===== src/rtl/fetch_pkg.sv =====
// Shared definitions for the instruction-fetch front end: bus codes,
// the nop used for faulted entries, and the fetch control states.
package fetch_pkg;

  localparam logic [1:0]  RESP_OKAY = 2'b00;
  localparam logic [1:0]  SIZE_W    = 2'b10;
  localparam logic [31:0] NOP_INST  = 32'h0000_0013;

  typedef enum logic [1:0] {
    ST_FETCH,
    ST_DISCARD,
    ST_HALT
  } fetch_state_e;

endpackage


===== src/rtl/sync_fifo.sv =====
// Synchronous FIFO with flush. DEPTH must be a power of two so the
// pointers wrap naturally; flush clears occupancy and wins over push/pop.
module sync_fifo #(
  parameter int unsigned WIDTH = 8,
  parameter int unsigned DEPTH = 4
) (
  input  logic                   clk,
  input  logic                   rst_n,
  input  logic                   i_push,
  input  logic                   i_pop,
  input  logic                   i_flush,
  input  logic [WIDTH-1:0]       i_wdata,
  output logic [WIDTH-1:0]       o_rdata,
  output logic                   o_full,
  output logic                   o_empty,
  output logic [$clog2(DEPTH):0] o_count
);

  localparam int unsigned AW = $clog2(DEPTH);

  logic [WIDTH-1:0] r_mem [DEPTH];
  logic [AW-1:0]    r_wr_ptr;
  logic [AW-1:0]    r_rd_ptr;
  logic [AW:0]      r_count;
  logic             w_push;
  logic             w_pop;

  assign o_full  = (r_count == (AW+1)'(DEPTH));
  assign o_empty = (r_count == '0);
  assign o_count = r_count;
  assign o_rdata = r_mem[r_rd_ptr];

  assign w_pop  = i_pop & ~o_empty;
  assign w_push = i_push & (~o_full | w_pop);

  always_ff @(posedge clk or negedge rst_n) begin
    if (!rst_n) begin
      r_wr_ptr <= '0;
      r_rd_ptr <= '0;
      r_count  <= '0;
    end else if (i_flush) begin
      r_wr_ptr <= '0;
      r_rd_ptr <= '0;
      r_count  <= '0;
    end else begin
      if (w_push) r_wr_ptr <= r_wr_ptr + AW'(1);
      if (w_pop)  r_rd_ptr <= r_rd_ptr + AW'(1);
      case ({w_push, w_pop})
        2'b10:   r_count <= r_count + (AW+1)'(1);
        2'b01:   r_count <= r_count - (AW+1)'(1);
        default: r_count <= r_count;
      endcase
    end
  end

  // Storage is not reset; readers qualify it with o_empty.
  always_ff @(posedge clk) begin
    if (w_push && !i_flush) r_mem[r_wr_ptr] <= i_wdata;
  end

endmodule


===== src/rtl/if_fetch_queue.sv =====
// Instruction-fetch front end: issues sequential word fetches, queues
// {fault, pc, inst} for decode, and flushes/restarts on redirect.
module if_fetch_queue
  import fetch_pkg::*;
#(
  parameter int unsigned     XLEN     = 64,
  parameter int unsigned     DEPTH    = 4,
  parameter logic [XLEN-1:0] RESET_PC = 64'h8000_0000
) (
  input  logic                   clk,
  input  logic                   rst,
  input  logic                   if_ready,
  input  logic [1:0]             if_resp,
  input  logic [XLEN-1:0]        if_data_read,
  output logic                   if_valid,
  output logic [XLEN-1:0]        if_addr,
  output logic [1:0]             if_size,
  input  logic                   redirect_valid,
  input  logic [XLEN-1:0]        redirect_pc,
  output logic                   out_valid,
  input  logic                   out_ready,
  output logic [31:0]            out_inst,
  output logic [XLEN-1:0]        out_pc,
  output logic                   out_fault,
  output logic [$clog2(DEPTH):0] count
);

  localparam int unsigned EW = 1 + XLEN + 32;

  fetch_state_e     r_state;
  fetch_state_e     w_state_nxt;
  logic [XLEN-1:0]  r_fetch_pc;
  logic [XLEN-1:0]  w_fetch_pc_nxt;
  logic [XLEN-1:0]  r_req_addr;
  logic [XLEN-1:0]  w_req_addr_nxt;
  logic             r_run;
  logic             w_req;
  logic             w_push;
  logic             w_fault;
  logic [31:0]      w_inst;
  logic [XLEN-1:0]  w_redir_pc;
  logic [EW-1:0]    w_wdata;
  logic [EW-1:0]    w_rdata;
  logic             w_full;
  logic             w_empty;

  assign w_redir_pc = {redirect_pc[XLEN-1:2], 2'b00};
  assign w_fault    = (if_resp != RESP_OKAY);
  assign w_inst     = w_fault ? NOP_INST
                    : (r_fetch_pc[2] ? if_data_read[XLEN-1 -: 32] : if_data_read[31:0]);
  assign w_wdata    = {w_fault, r_fetch_pc, w_inst};

  // r_run keeps the request low while reset is asserted; issue only needs
  // count<DEPTH because at most one request is ever outstanding.
  assign w_req    = r_run & (((r_state == ST_FETCH) & ~w_full) | (r_state == ST_DISCARD));
  assign if_valid = w_req;
  assign if_addr  = (r_state == ST_DISCARD) ? r_req_addr : r_fetch_pc;
  assign if_size  = SIZE_W;

  always_comb begin
    w_state_nxt    = r_state;
    w_fetch_pc_nxt = r_fetch_pc;
    w_req_addr_nxt = r_req_addr;
    w_push         = 1'b0;
    case (r_state)
      ST_FETCH: begin
        if (redirect_valid) begin
          w_fetch_pc_nxt = w_redir_pc;
          if (w_req && !if_ready) begin
            w_state_nxt    = ST_DISCARD;
            w_req_addr_nxt = r_fetch_pc;
          end
        end else if (w_req && if_ready) begin
          w_push         = 1'b1;
          w_fetch_pc_nxt = r_fetch_pc + XLEN'(4);
          if (w_fault) w_state_nxt = ST_HALT;
        end
      end
      ST_DISCARD: begin
        if (redirect_valid) w_fetch_pc_nxt = w_redir_pc;
        if (if_ready) w_state_nxt = ST_FETCH;
      end
      ST_HALT: begin
        if (redirect_valid) begin
          w_fetch_pc_nxt = w_redir_pc;
          w_state_nxt    = ST_FETCH;
        end
      end
      default: w_state_nxt = ST_FETCH;
    endcase
  end

  always_ff @(posedge clk or negedge rst) begin
    if (!rst) begin
      r_state    <= ST_FETCH;
      r_fetch_pc <= RESET_PC;
      r_req_addr <= RESET_PC;
      r_run      <= 1'b0;
    end else begin
      r_state    <= w_state_nxt;
      r_fetch_pc <= w_fetch_pc_nxt;
      r_req_addr <= w_req_addr_nxt;
      r_run      <= 1'b1;
    end
  end

  sync_fifo #(
    .WIDTH (EW),
    .DEPTH (DEPTH)
  ) u_fifo (
    .clk     (clk),
    .rst_n   (rst),
    .i_push  (w_push),
    .i_pop   (out_valid & out_ready),
    .i_flush (redirect_valid),
    .i_wdata (w_wdata),
    .o_rdata (w_rdata),
    .o_full  (w_full),
    .o_empty (w_empty),
    .o_count (count)
  );

  assign out_valid = ~w_empty;
  assign out_inst  = w_empty ? '0 : w_rdata[31:0];
  assign out_pc    = w_empty ? '0 : w_rdata[XLEN+31:32];
  assign out_fault = w_empty ? 1'b0 : w_rdata[EW-1];

endmodule


===== config.mk =====
export PLATFORM = sky130hd
export DESIGN_NAME = if_fetch_queue
export DESIGN_NICKNAME = d
export VERILOG_FILES = /design/src/rtl/fetch_pkg.sv /design/src/rtl/sync_fifo.sv /design/src/rtl/if_fetch_queue.sv
export SDC_FILE = /design/constraint.sdc
export NUM_CORES = 1
export LEC_CHECK = 0
export BUFFER_PORTS_ARGS = -buffer_cell sky130_fd_sc_hd__buf_2
export CAP_MARGIN = 30
export CORE_ASPECT_RATIO = 0.6
export CORE_MARGIN = 2
export CORE_UTILIZATION = 42
export CTS_CLUSTER_DIAMETER = 30
export DETAILED_ROUTE_END_ITERATION = 7
export SYNTH_ARGS = -nofsm -noshare
export SYNTH_HDL_FRONTEND = slang
export SYNTH_HIERARCHICAL = 1
export SYNTH_SLANG_ARGS = --single-unit

===== constraint.sdc =====
create_clock -name clk -period 5.8 [get_ports clk]
set_clock_uncertainty 0.1 [all_clocks]
set_input_delay 1.74 -clock clk [delete_from_list [all_inputs] [get_ports clk]]
set_output_delay 1.74 -clock clk [all_outputs]
set_load 0.005 [all_outputs]

==> results.json <==
{
  "grt_max_degree": 101,
  "hold_ws_ns": 0.3751,
  "synth_mux_area_share_pct": 16.19,
  "syn_to_final_growth_pct": 23.19,
  "power_leakage_nw": 10.54,
  "port_buffers": 296,
  "clkLatencyLatePin_ns": 0.60,
  "min_to": "r_req_addr[43]",
  "ant_nets": 0,
  "finalWeightedCongestion": 0.8018,
  "yosysSeqAreaShare_pct": 64.60,
  "grt_pass1_wl_um": 92880,
  "r2r_cells": 8,
  "drt-met1-wl_um": 28410,
  "cts_setup_buffers": 0,
  "finalSetupTns_ns": 0,
  "crit_required_ns": 3.96,
  "synth_top_area_cell": "edfxtp_1",
  "synthArstFlopShare_pct": 25.67,
  "synth-main-ff-cell": "edfxtp_1",
  "wl_met3_um": 3597,
  "worstPathCellList": "buf_4, mux4_2, nor2b_1, buf_2",
  "gr-total-overflow": 0,
  "yosys-top-cells-area": "edfxtp_1 50%, dfrtp_1 14%, mux4_2 9.4%, mux2_2 5.2%, nor2b_1 2.7%",
  "r2r_slack_ns": 1.81,
  "start_kind": "register",
  "rr_startpoint": "u_fifo/o_count[1]",
  "fmax_mhz": 212.9,
  "finalCritPeriodShare_pct": 80.98,
  "cts_buffers": 90,
  "rsz0062_at_grt": "no",
  "cp_top_family": "flip-flops",
  "worstPathMaxFanout": 31,
  "dp.cells": 2480,
  "synthesis.area_sq_um": 23230,
  "grt_pass1_vias": 14830,
  "fin_area_sq_um": 28620,
  "vdd_ir_drop_max_mv": 0.2364,
  "drive_above_1_share_pct": 37.29,
  "hp-class": "register to register",
  "antenna_found_initial": 3,
  "avgSynthCellArea_sq_um": 15.05,
  "timing.critical_path.buf_inv": 2,
  "synth-seq-cells": 522,
  "row_count": 66,
  "yosysUniqueCellTypes": 75,
  "cts.path.max_buffers": 3,
  "maxCapViolations": 0,
  "min_from": "r_req_addr[43]",
  "drt_iter0_drc": 1234,
  "p_per_area_nw_per_um2": 485.8,
  "cts_root_buffer": "clkbuf_16",
  "synth-simple-area-share_pct": 10.08,
  "r2r-end": "u_fifo/r_mem[2][48]",
  "worst_pin_slew_ns": 1.170,
  "via_per_inst": 5.633,
  "dp_slack_ns": 1.318,
  "die-area_sq_um": 57270,
  "synth_top_area_share_pct": 50.16,
  "slew_viol_final": 0,
  "status": "complete, no violations",
  "synth_adder_area_share_pct": 0.5171,
  "relSlewSlack_pct": 21.28,
  "h-tree-depth": 3,
  "start_util_pct": 42.69,
  "placed_area_sq_um": 25480,
  "finalSetupViolations": 0,
  "timing.final.ws_setup_ns": 1.103,
  "finalHoldViolCount": 0,
  "synth-compound-area-share_pct": 5.629,
  "met2WireLength_um": 28840,
  "hold_depth": 2,
  "cp_data_arrival_time_ns": 2.86,
  "crit_path_max_incr_delay_ns": 0.89,
  "design.core.area_sq_um": 54420,
  "synth_top_family_by_area": "multiplexers",
  "drt_wl_total_um": 62200,
  "track_usage_pct": 21.67,
  "clock_sinks": 522,
  "num_io_pins": 303,
  "vias": 14930,
  "synth_edf_count": 388,
  "synth-xor-area-share_pct": 0.1885,
  "cp-end-kind": "output pin",
  "die_y_um": 186.2,
  "startpoint": "u_fifo/r_rd_ptr[0]",
  "yosysWarnings": 6,
  "dp_hpwl_um": 38970,
  "cts_resized": 0,
  "drc": 0,
  "slowest_stage": "dfrtp_4",
  "highest_layer": "met4",
  "final_nets": 2002,
  "die_w_um": 307.6,
  "wl_per_cell_um": 23.46,
  "path_clk_slew_ns": 0.05,
  "synth_cells": 1544,
  "crit_type": "register to output pin",
  "holdBufCountCts": 0,
  "dr.pass1.iters": 5,
  "finalCriticalPeriod_ns": 4.697,
  "tritoncts": "yes",
  "final_cells": 2651
}
[power by group]
group,internal [mW],switching (mW)
Combinational,1.32,1.64
Sequential,4.78,0.815
Clock,3.41,1.95
Total,9.50,4.40
[worst register-to-register path: cells and delay by family, from the launching register on]
family,cells,cell delay (ns)
AND/OR/NAND/NOR,5,1.93
buffers and inverters,2,0.89
flip-flops,1,0.47
AO/OA/AOI/OAI,1,0.23
[worst max path at each step]
stage	endpoint	slack [ns]	cells after the start
finish	out_inst[16]	1.10	4
global route	out_inst[3]	0.88	4
floorplan	u_fifo/r_mem[2][0]	0.40	6
global placement	u_fifo/r_mem[2][48]	1.36	6
detailed placement	u_fifo/r_mem[2][48]	1.32	6
CTS	out_inst[16]	0.99	4
[sequential cells by signal, indices dropped and copies added, names as in the netlist]
register / count
r_fetch_pc: 62
u_fifo/o_count: 3
r_req_addr: 62
u_fifo/r_mem: 388
r_run: 1
r_state: 2
u_fifo/r_rd_ptr: 2
u_fifo/r_wr_ptr: 2
[layout make-up]
class	count	area, sq um
Inverter	20	75.07
Clock inverter	67	716.9
Sequential cell	522	15020
Tap cell	714	893.4
Antenna cell	1	2.502
Fill cell	4569	25800
Clock buffer	103	2415
Timing Repair Buffer	325	1826
Multi-Input combinational cell	899	7674
[cells in the mapped netlist, types with 3 or more instances]
master / instances
buf_1: 15
a21oi_1: 48
nor4_1: 8
nand2_1: 70
and2_1: 9
nor2b_1: 100
a311oi_1: 8
and4_1: 13
o22ai_1: 16
mux2i_1: 37
xor2_1: 3
buf_6: 3
a22oi_1: 9
nand4_1: 26
or4_1: 11
mux2_2: 107
inv_1: 20
nor3_1: 13
edfxtp_1: 388
dfrtp_1: 132
o211ai_1: 13
mux4_2: 97
buf_2: 16
and3_1: 16
clkbuf_1: 57
a2bb2oi_1: 10
a41oi_1: 3
o22a_1: 7
clkbuf_2: 4
a211oi_1: 7
or3_1: 11
nand2b_1: 4
o21a_1: 3
nor2_1: 83
buf_4: 17
o21ai_0: 52
nor3_2: 3
a31oi_1: 8
nand3_1: 44
ha_1: 8
[per-stage QoR]
stage	power, mW	util [%]
after CTS	14.01	52.58
after global routing	14.57	52.59
after detailed placement	8.612	46.83
final	13.90	52.59
after floorplan	7.225	-
after global placement	8.500	46.78
[layer usage]
layer / global-route usage, % / vias up
met5: 0 / -
met4: 6.673 / 0
met3: 3.750 / 107
met2: 33.38 / 511
met1: 31.65 / 7661
li1: - / 6655
[layout by cell type (no fill, tap or decap), types with 26 or more instances in the layout]
cell	count
o21ai_0	52
edfxtp_1	388
a21oi_1	48
mux2_2	107
mux4_2	97
nand3_1	44
nand4_1	26
buf_2	295
nand2_1	69
mux2i_1	37
dfrtp_1	129
nor2_1	81
clkbuf_16	93
nor2b_1	100
[logic make-up (layout without fill, tap and decap cells)]
| kind of cell | Yosys count | after routing |
|---|---|---|
| AOI/OAI and AO/OA | 203 | 203 |
| xor gates and xnor gates | 5 | 5 |
| adders and majority gates | 9 | 9 |
| buffers and inverters | 134 | 515 |
| DFF | 522 | 522 |
| muxes | 241 | 241 |
| other | 2 | 14 |
| and+or+nand+nor | 428 | 428 |
Note: power is estimated with default switching activity, not from simulation.
